$ cat config.mk
export PLATFORM = sky130hd
export DESIGN_NAME = ddr_rd_master
export DESIGN_NICKNAME = d
export VERILOG_FILES = /design/src/rtl/ddr_rd_master.sv
export SDC_FILE = /design/constraint.sdc
export NUM_CORES = 1
export LEC_CHECK = 0
export CAP_MARGIN = 25
export CORE_UTILIZATION = 39
export DETAILED_ROUTE_END_ITERATION = 6
export PLACE_DENSITY = 0.77
export SLEW_MARGIN = 20
export SYNTH_ARGS = -nofsm -noshare
export SYNTH_HDL_FRONTEND = slang
export SYNTH_SLANG_ARGS = --single-unit
$ cat constraint.sdc
create_clock -name clk -period 3.05 [get_ports clk]
set_clock_uncertainty 0.1 [all_clocks]
set_input_delay 0.61 -clock clk [delete_from_list [all_inputs] [get_ports clk]]
set_output_delay 0.61 -clock clk [all_outputs]
set_load 0.005 [all_outputs]
$ cat src/rtl/ddr_rd_master.sv
// AXI4 read master: turns one start command into a single INCR burst of 64-bit beats,
// streams the returned data out and keeps beat/latency/error statistics.
module ddr_rd_master #(
    parameter int ADDR_W  = 32,
    parameter int DATA_W  = 64,
    parameter int MAX_LEN = 16
) (
    input  logic              clk,
    input  logic              rst,
    input  logic              RSTART_REG,
    input  logic [31:0]       RADDR_REG,
    input  logic [31:0]       RLENGTH_REG,
    output logic              RIDLE_REG,
    output logic              RERR_REG,
    output logic [31:0]       RBEATS_REG,
    output logic [31:0]       RCYCLES_REG,
    output logic [ADDR_W-1:0] m_axi_araddr,
    output logic [7:0]        m_axi_arlen,
    output logic [2:0]        m_axi_arsize,
    output logic [1:0]        m_axi_arburst,
    output logic              m_axi_arvalid,
    input  logic              m_axi_arready,
    input  logic [DATA_W-1:0] m_axi_rdata,
    input  logic [1:0]        m_axi_rresp,
    input  logic              m_axi_rlast,
    input  logic              m_axi_rvalid,
    output logic              m_axi_rready,
    output logic [DATA_W-1:0] m_axis_tdata,
    output logic              m_axis_tlast,
    output logic              m_axis_tvalid,
    input  logic              m_axis_tready
);

    localparam logic [9:0] MaxLen = 10'(MAX_LEN);
    localparam logic [2:0] ArSize = 3'($clog2(DATA_W / 8));

    typedef enum logic [1:0] {
        IDLE,
        AR,
        DATA
    } state_e;

    state_e            state_q, state_d;
    logic [ADDR_W-1:0] araddr_q, araddr_d;
    logic [7:0]        arlen_q, arlen_d;
    logic [7:0]        beatCnt_q, beatCnt_d;
    logic [31:0]       cycCnt_q, cycCnt_d;
    logic [31:0]       rBeats_q, rBeats_d;
    logic [31:0]       rCycles_q, rCycles_d;
    logic              err_q, err_d;

    logic [8:0]        cmdLen;
    logic [ADDR_W-1:0] alignedAddr;
    logic [13:0]       endOffset;
    logic              lenZero;
    logic              lenBad;
    logic              beatFire;
    logic              lastBeat;
    logic              unusedBits;

    assign cmdLen      = RLENGTH_REG[8:0];
    assign alignedAddr = {RADDR_REG[ADDR_W-1:3], 3'b000};
    assign unusedBits  = ^{RLENGTH_REG[31:9], RADDR_REG[2:0]};

    // A burst may end exactly on a 4 KB boundary but must not run past it.
    assign endOffset = {2'b00, alignedAddr[11:0]} + {2'b00, cmdLen, 3'b000};
    assign lenZero   = (cmdLen == 9'd0);
    assign lenBad    = ({1'b0, cmdLen} > MaxLen) || (endOffset > 14'd4096);

    assign beatFire  = (state_q == DATA) && m_axi_rvalid && m_axis_tready;
    assign lastBeat  = (beatCnt_q == arlen_q);

    always_comb begin
        state_d   = state_q;
        araddr_d  = araddr_q;
        arlen_d   = arlen_q;
        beatCnt_d = beatCnt_q;
        cycCnt_d  = cycCnt_q;
        rBeats_d  = rBeats_q;
        rCycles_d = rCycles_q;
        err_d     = err_q;
        case (state_q)
            IDLE: begin
                if (RSTART_REG && !lenZero) begin
                    if (lenBad) begin
                        err_d = 1'b1;
                    end else begin
                        araddr_d  = alignedAddr;
                        arlen_d   = 8'(cmdLen - 9'd1);
                        beatCnt_d = '0;
                        cycCnt_d  = '0;
                        state_d   = AR;
                    end
                end
            end
            AR: begin
                cycCnt_d = cycCnt_q + 32'd1;
                if (m_axi_arready) begin
                    state_d = DATA;
                end
            end
            DATA: begin
                cycCnt_d = cycCnt_q + 32'd1;
                if (beatFire) begin
                    beatCnt_d = beatCnt_q + 8'd1;
                    rBeats_d  = rBeats_q + 32'd1;
                    if (m_axi_rresp != 2'b00 || m_axi_rlast != lastBeat) begin
                        err_d = 1'b1;
                    end
                    // Latency also covers the accept cycle and the final beat cycle.
                    if (lastBeat) begin
                        rCycles_d = cycCnt_q + 32'd2;
                        state_d   = IDLE;
                    end
                end
            end
            default: state_d = IDLE;
        endcase
    end

    always_ff @(posedge clk) begin
        if (rst) begin
            state_q   <= IDLE;
            araddr_q  <= '0;
            arlen_q   <= '0;
            beatCnt_q <= '0;
            cycCnt_q  <= '0;
            rBeats_q  <= '0;
            rCycles_q <= '0;
            err_q     <= 1'b0;
        end else begin
            state_q   <= state_d;
            araddr_q  <= araddr_d;
            arlen_q   <= arlen_d;
            beatCnt_q <= beatCnt_d;
            cycCnt_q  <= cycCnt_d;
            rBeats_q  <= rBeats_d;
            rCycles_q <= rCycles_d;
            err_q     <= err_d;
        end
    end

    assign RIDLE_REG     = (state_q == IDLE);
    assign RERR_REG      = err_q;
    assign RBEATS_REG    = rBeats_q;
    assign RCYCLES_REG   = rCycles_q;

    assign m_axi_araddr  = araddr_q;
    assign m_axi_arlen   = arlen_q;
    assign m_axi_arsize  = ArSize;
    assign m_axi_arburst = 2'b01;
    assign m_axi_arvalid = (state_q == AR);

    // R channel is wired straight through to the stream only while a burst is active.
    assign m_axi_rready  = (state_q == DATA) && m_axis_tready;
    assign m_axis_tvalid = (state_q == DATA) && m_axi_rvalid;
    assign m_axis_tdata  = m_axi_rdata;
    assign m_axis_tlast  = (state_q == DATA) && lastBeat;

endmodule

# == Word-level counts from Yosys, hierarchy flattened ==
# Cells that the tools add are included.
# classes
n_addsub,6
order_cmp,2
n_eq_ne,11
mux,18
n_bitwise,1
reduce_logical,21
# op_table
op,n
$add A32 B1 Y32 const B,2
$mux W32,2
$pmux W32 S2,1
$add A32 B2 Y32 const B,1
$mux W8,3
$pmux W8 S2,1
$add A12 B12 Y13,1
$gt A13 B13 Y1 const B,1
$mux W2,5
$reduce_and A5 Y1,2
$gt A9 B5 Y1 const B,1
$logic_not A9 Y1,1
$reduce_and A3 Y1,3
$add A8 B1 Y8 const B,1
$eq A8 B8 Y1,1
$ne A2 B2 Y1 const B,4
$sub A8 B1 Y8 const B,1
$ne A2 B1 Y1 const B,3
$pmux W2 S3,1
$reduce_bool A2 Y1,3
$logic_and A1 B1 Y1,5
$mux W1,4
$reduce_and A4 Y1,1
$eq A2 B1 Y1 const B,1
other kinds (9),10
# word_totals
regBits,144
out_inout_bits,179

# == Longest topological paths before layout ==
# depth
ltp_word,6
ltp_mapped,12
mapped_depth_nobuf,11

# == Worst setup path before layout ==
# OpenSTA, ideal clock, no wires.
# synth_path
path_kind,input port to flip-flop
from,input RADDR_REG[3]
to,register cycCnt_q[15]
setup_ns,0.129
t_arrival_ns,2.932
t_required_ns,2.821
path_slack_ns,-0.110
path_stages,12
cell_sequence,ha_1 -> inv_1 -> fa_1 -> nor2b_1 -> o2111a_1 -> or3_1 -> a211oi_2 -> a31oi_1 -> o311a_1 -> buf_2 -> o21ai_0 -> o41ai_1
# synth_between
elab_chain_len,5
# synth_lines
element,line,text
"start, declared",11,"input logic [31:0] RADDR_REG,"
$add A12 B12 Y13,66,"assign endOffset = {2'b00, alignedAddr[11:0]} + {2'b00, cmdLen, 3'b000};"
$gt A13 B13 Y1,68,"assign lenBad = ({1'b0, cmdLen} > MaxLen) || (endOffset > 14'd4096);"
$logic_or A1 B1 Y1,68,
$ne A2 B2 Y1 (no source line),n/a,
$reduce_and A3 Y1 (no source line),n/a,
"end signal, assigned",136,cycCnt_q <= cycCnt_d;
"end, declared",47,"logic [31:0] cycCnt_q, cycCnt_d;"
# Every way passes these cells.
# A chain may end at the register's enable or synchronous reset.

# == Worst setup path after layout ==
# layout_path
from,input RADDR_REG[5]
to,register cycCnt_q[25]
# The elaborated chain is that of the path after synthesis.

==> reports/qor_table.md <==
| Parameter | Value |
|:---|:---|
| Relative contribution of combinational cells to total power | 8.8% |
| Dominant cells by area after synthesis | sky130_fd_sc_hd__dfxtp_1 38%, sky130_fd_sc_hd__buf_4 7.4%, sky130_fd_sc_hd__nor2_1 6.5% |
| Floorplan die height | 141.8 µm |
| Worst-path fanout max | 6 |
| Number of hold violations in the final report | 0 |
| Final setup fails | 1 |
| Worst slew margin | 40.41% |
| Number of H-tree levels | 4 |
| Share of synthesized registers carrying an async set or reset | 0% |
| Synth cell types | 59 |
| Max-slew violation count | 0 |
| Maximum number of pins on one net before global-route repair | 79 |
| Post-DRT Antenna Nets | 0 |
| Worst Reg2Reg Path Length in Cells | 7 |
| Synth-to-Final Area Change | 34.18% |
| Clock tree from TritonCTS | built |
| Number of synthesized register bits | 144 |
| Antenna diode count | 0 |
| Instance count after placement with tap cells included | 1,275 |
| Worst Slack Setup Final | -0.01483 ns |
| Avg Inst Size Synth | 8.385 µm² |
| Clock buffer depth | 2 |
| Hold_sp | RADDR_REG[3] |
| CP arrival | 3.26 ns |
| Setup TNS | -0.01483 ns |
| Worst-path clk slew | 0.07 ns |
| Global-route usage over all layers | 20.00% |
| Net load switching power | 1.126 mW |
| Residual DRC count | 0 |
| Worst Hold Endpoint | m_axi_araddr[3] |
| Number of nets in the finished design | 1,201 |
| Top-level port count | 316 |
| Via density per instance | 5.285 |
| Mapped Cells | 909 |
| Die W | 141.8 µm |
| Layout cell share with drive strength beyond 1 | 14.26% |
| Internal power contribution | 3.169 mW |
| IO buf count | 153 |
| Standard cell core area | 0.01896 mm² |
| Total power per unit cell area | 419.9 mW/mm² |
| Capture point of the worst reg-to-reg path | cycCnt_q[31] |
| Routed len/inst | 15.69 µm |
| Post-route clock period utilization | 100.5% |
| Number of global-route vias before repair | 6,562 |
| Hold crit path type | input port to register |
| Violations in the final reports | negative setup slack |
| Num rows | 50 |
| Worst-case vdd ir drop | 0.4220 mV |
| Hold Buf Count CTS | 0 |
| Area of the die | 0.02011 mm² |
| Initial antenna violation count | 0 |
| Most common flop cell mapped by yosys | sky130_fd_sc_hd__dfxtp_1 |
| Origin of the critical flop-to-flop path | cycCnt_q[2] |
| Slew at the pin with the worst max-slew slack | 0.8917 ns |
| Effective utilization at floorplan | 40.21% |
| Critical Path Start Type | input port |
| Wire length of the first global-routing pass | 32,390 µm |
| Warnings from Yosys | 0 |
| Post-route total power | 4.295 mW |
| Cell area after technology mapping | 0.007622 mm² |
| Residual overflow from global routing | 0 |
| Worst Setup Slack post-DPL | -0.8688 ns |
| Outcome | finished with violations |
| Worst hold path cell count | 3 |
| DP HPWL | 14,240 µm |
| Total Wirelength | 20,690 µm |
| Proportion of power drawn by flip-flops and latches | 44.1% |
| Fin crit period | 3.065 ns |
| Endpoint kind of the worst setup timing path | register |
| Worst endpoint required time | 3.25 ns |
| CTS Root Cell | sky130_fd_sc_hd__clkbuf_16 |
| Crit. Startpoint | RADDR_REG[5] |
| Type of the worst setup path | input port to register |
| Leakage power total | 3.653 nW |
| Number of flops mapped to enable cells by yosys | 0 |
| Via count | 6,971 |
| Routability congestion estimate | 0.8454 |
| Post-route non-filler standard cell count | 1,319 |
| Clock latency at the later pin of the worst-skew pair | 0.42 ns |
| Max cap viols | 0 |
| Peak Freq | 326.3 MHz |
| Worst setup slack for register-to-register paths | 0.43 ns |
| Switching share of total power | 26.21% |
| Area share of the largest cell type after synthesis | 37.82% |
| Synth area leader | sky130_fd_sc_hd__dfxtp_1 |
| Iter 0 DRT Violations | 498 |
| Unrepaired setup endpoints after global routing | yes |
| Clock buffer count from CTS | 17 |
| Clock share of power | 47.1% |
| Sinks on Clock Net | 144 |
| Drt first pass iters | 5 |
| Sequential-to-total area share from yosys stat | 37.82% |
-- cell usage in the layout, fill, tap and decap left out, drive strengths merged, types with 12 or more instances in the layout --
cell type      count
inv               30
ha                17
clkbuf            22
xor2              33
a211oi            31
buf               75
or3               12
xnor2             32
nand3             33
a21oi             25
clkdlybuf4s50    143
nor2             131
mux2i             33
o21ai             61
nor3              18
nand2             52
dfxtp            144
nand4             19
-- critical path, cell delays in order --
cell and delay (ns):
sky130_fd_sc_hd__dlygate4sd2_1 0.28, sky130_fd_sc_hd__ha_4 0.26, sky130_fd_sc_hd__nor2b_2 0.16, sky130_fd_sc_hd__o2111a_1 0.27
sky130_fd_sc_hd__or3_4 0.39, sky130_fd_sc_hd__a211oi_4 0.28, sky130_fd_sc_hd__a31oi_2 0.17, sky130_fd_sc_hd__o311a_4 0.39
sky130_fd_sc_hd__buf_2 0.17, sky130_fd_sc_hd__o21ai_1 0.18, sky130_fd_sc_hd__o41ai_2 0.11
-- kinds of logic (layout without fill, tap and decap cells) --
group | after synthesis | count (layout) | share of synthesized area (%)
AO/OA/AOI/OAI | 183 | 183 | 15.74
flip-flops | 144 | 144 | 37.82
multiplexers | 33 | 33 | 4.334
adder cells (fa/ha/maj) | 19 | 19 | 3.184
buffers and inverters | 135 | 279 | 10.46
XOR/XNOR | 65 | 65 | 7.469
other | 2 | 8 | 0.09853
AND/OR/NAND/NOR | 328 | 328 | 20.90
-- metal layers --
layer | global-route usage (%) | part of all wire, % | vias to the layer above
met5 | 0 | 0 | -
met2 | 32.51 | 48 | 249
met1 | 25.61 | 44 | 3268
met4 | 7.131 | 1.7 | 0
li1 | - | - | 3423
met3 | 5.062 | 6.3 | 31
-- through the flow --
stage | cell area [µm²] | hold slack (ns) | util, %
after floorplan | 7710 | 0.3442 | -
after global placement | 9366 | 0.3665 | 49.41
after detailed placement | 9366 | 0.3816 | 49.41
after CTS | 10040 | 0.3914 | 52.98
after global routing | 10230 | 0.3835 | 53.95
final | 10230 | 0.3817 | 53.95
-- worst max path at each step --
stage	end	slack, ns	depth (start not counted)
3_5_place_dp	cycCnt_q[15]	-0.87	13
4_1_cts	cycCnt_q[5]	0.01	10
5_1_grt	cycCnt_q[25]	-0.07	11
2_1_floorplan	cycCnt_q[1]	-0.02	11
6_report	cycCnt_q[25]	-0.01	11
3_3_place_gp	cycCnt_q[16]	-0.73	13
-- layout make-up --
class                   count  area, µm²
clock buffers              17      425.4
clock inverters            15      137.6
fillers                  1690       8728
inverters                  17      63.81
multi-input cells         636       4175
flip-flops and latches    144       2883
well taps                 260      325.3
repair buffers            230       2217
-- registers in the layout, indices dropped and copies added, names as in the netlist --
register,flops
RERR_REG,1
RCYCLES_REG,32
m_axi_arlen,8
RBEATS_REG,32
state_q,2
cycCnt_q,32
beatCnt_q,8
m_axi_araddr,29
-- synth_stat cells, types with 8 or more instances --
library cell,n
sky130_fd_sc_hd__xor2_1,33
sky130_fd_sc_hd__and3_1,9
sky130_fd_sc_hd__ha_1,17
sky130_fd_sc_hd__clkbuf_1,36
sky130_fd_sc_hd__buf_4,75
sky130_fd_sc_hd__nand3_1,33
sky130_fd_sc_hd__xnor2_1,32
sky130_fd_sc_hd__and2_1,10
sky130_fd_sc_hd__dfxtp_1,144
sky130_fd_sc_hd__nand2_1,52
sky130_fd_sc_hd__a211oi_1,30
sky130_fd_sc_hd__o21ai_1,8
sky130_fd_sc_hd__inv_1,17
sky130_fd_sc_hd__o41ai_1,9
sky130_fd_sc_hd__o21ai_0,53
sky130_fd_sc_hd__a21oi_1,25
sky130_fd_sc_hd__nor2_1,131
sky130_fd_sc_hd__mux2i_1,33
sky130_fd_sc_hd__nor3_1,17
sky130_fd_sc_hd__nand4_1,19
sky130_fd_sc_hd__a31oi_1,10
sky130_fd_sc_hd__a21o_1,9
sky130_fd_sc_hd__or3_1,12
sky130_fd_sc_hd__o31ai_1,11
sky130_fd_sc_hd__and4_1,11
-- power groups by stage --
stage	sequential (mW)	combinational, mW	clock, mW
6_report	1.90	0.377	2.02
5_1_grt	1.90	0.407	2.15
4_1_cts	1.90	0.355	2.06
3_5_place_dp	1.94	0.344	0
3_3_place_gp	1.94	0.338	0
2_1_floorplan	1.94	0.245	0
-- what timing repair did --
| action | CTS | global route |
|---|---|---|
| setup buffers | 5 | 3 |
| gates cloned | 1 | 3 |
| gates resized for setup | 28 | 16 |
| pin swaps | 13 | 5 |
| endpoints found under the setup margin | 80 | 77 |
No activity file was read; power rests on OpenSTA's default activity.
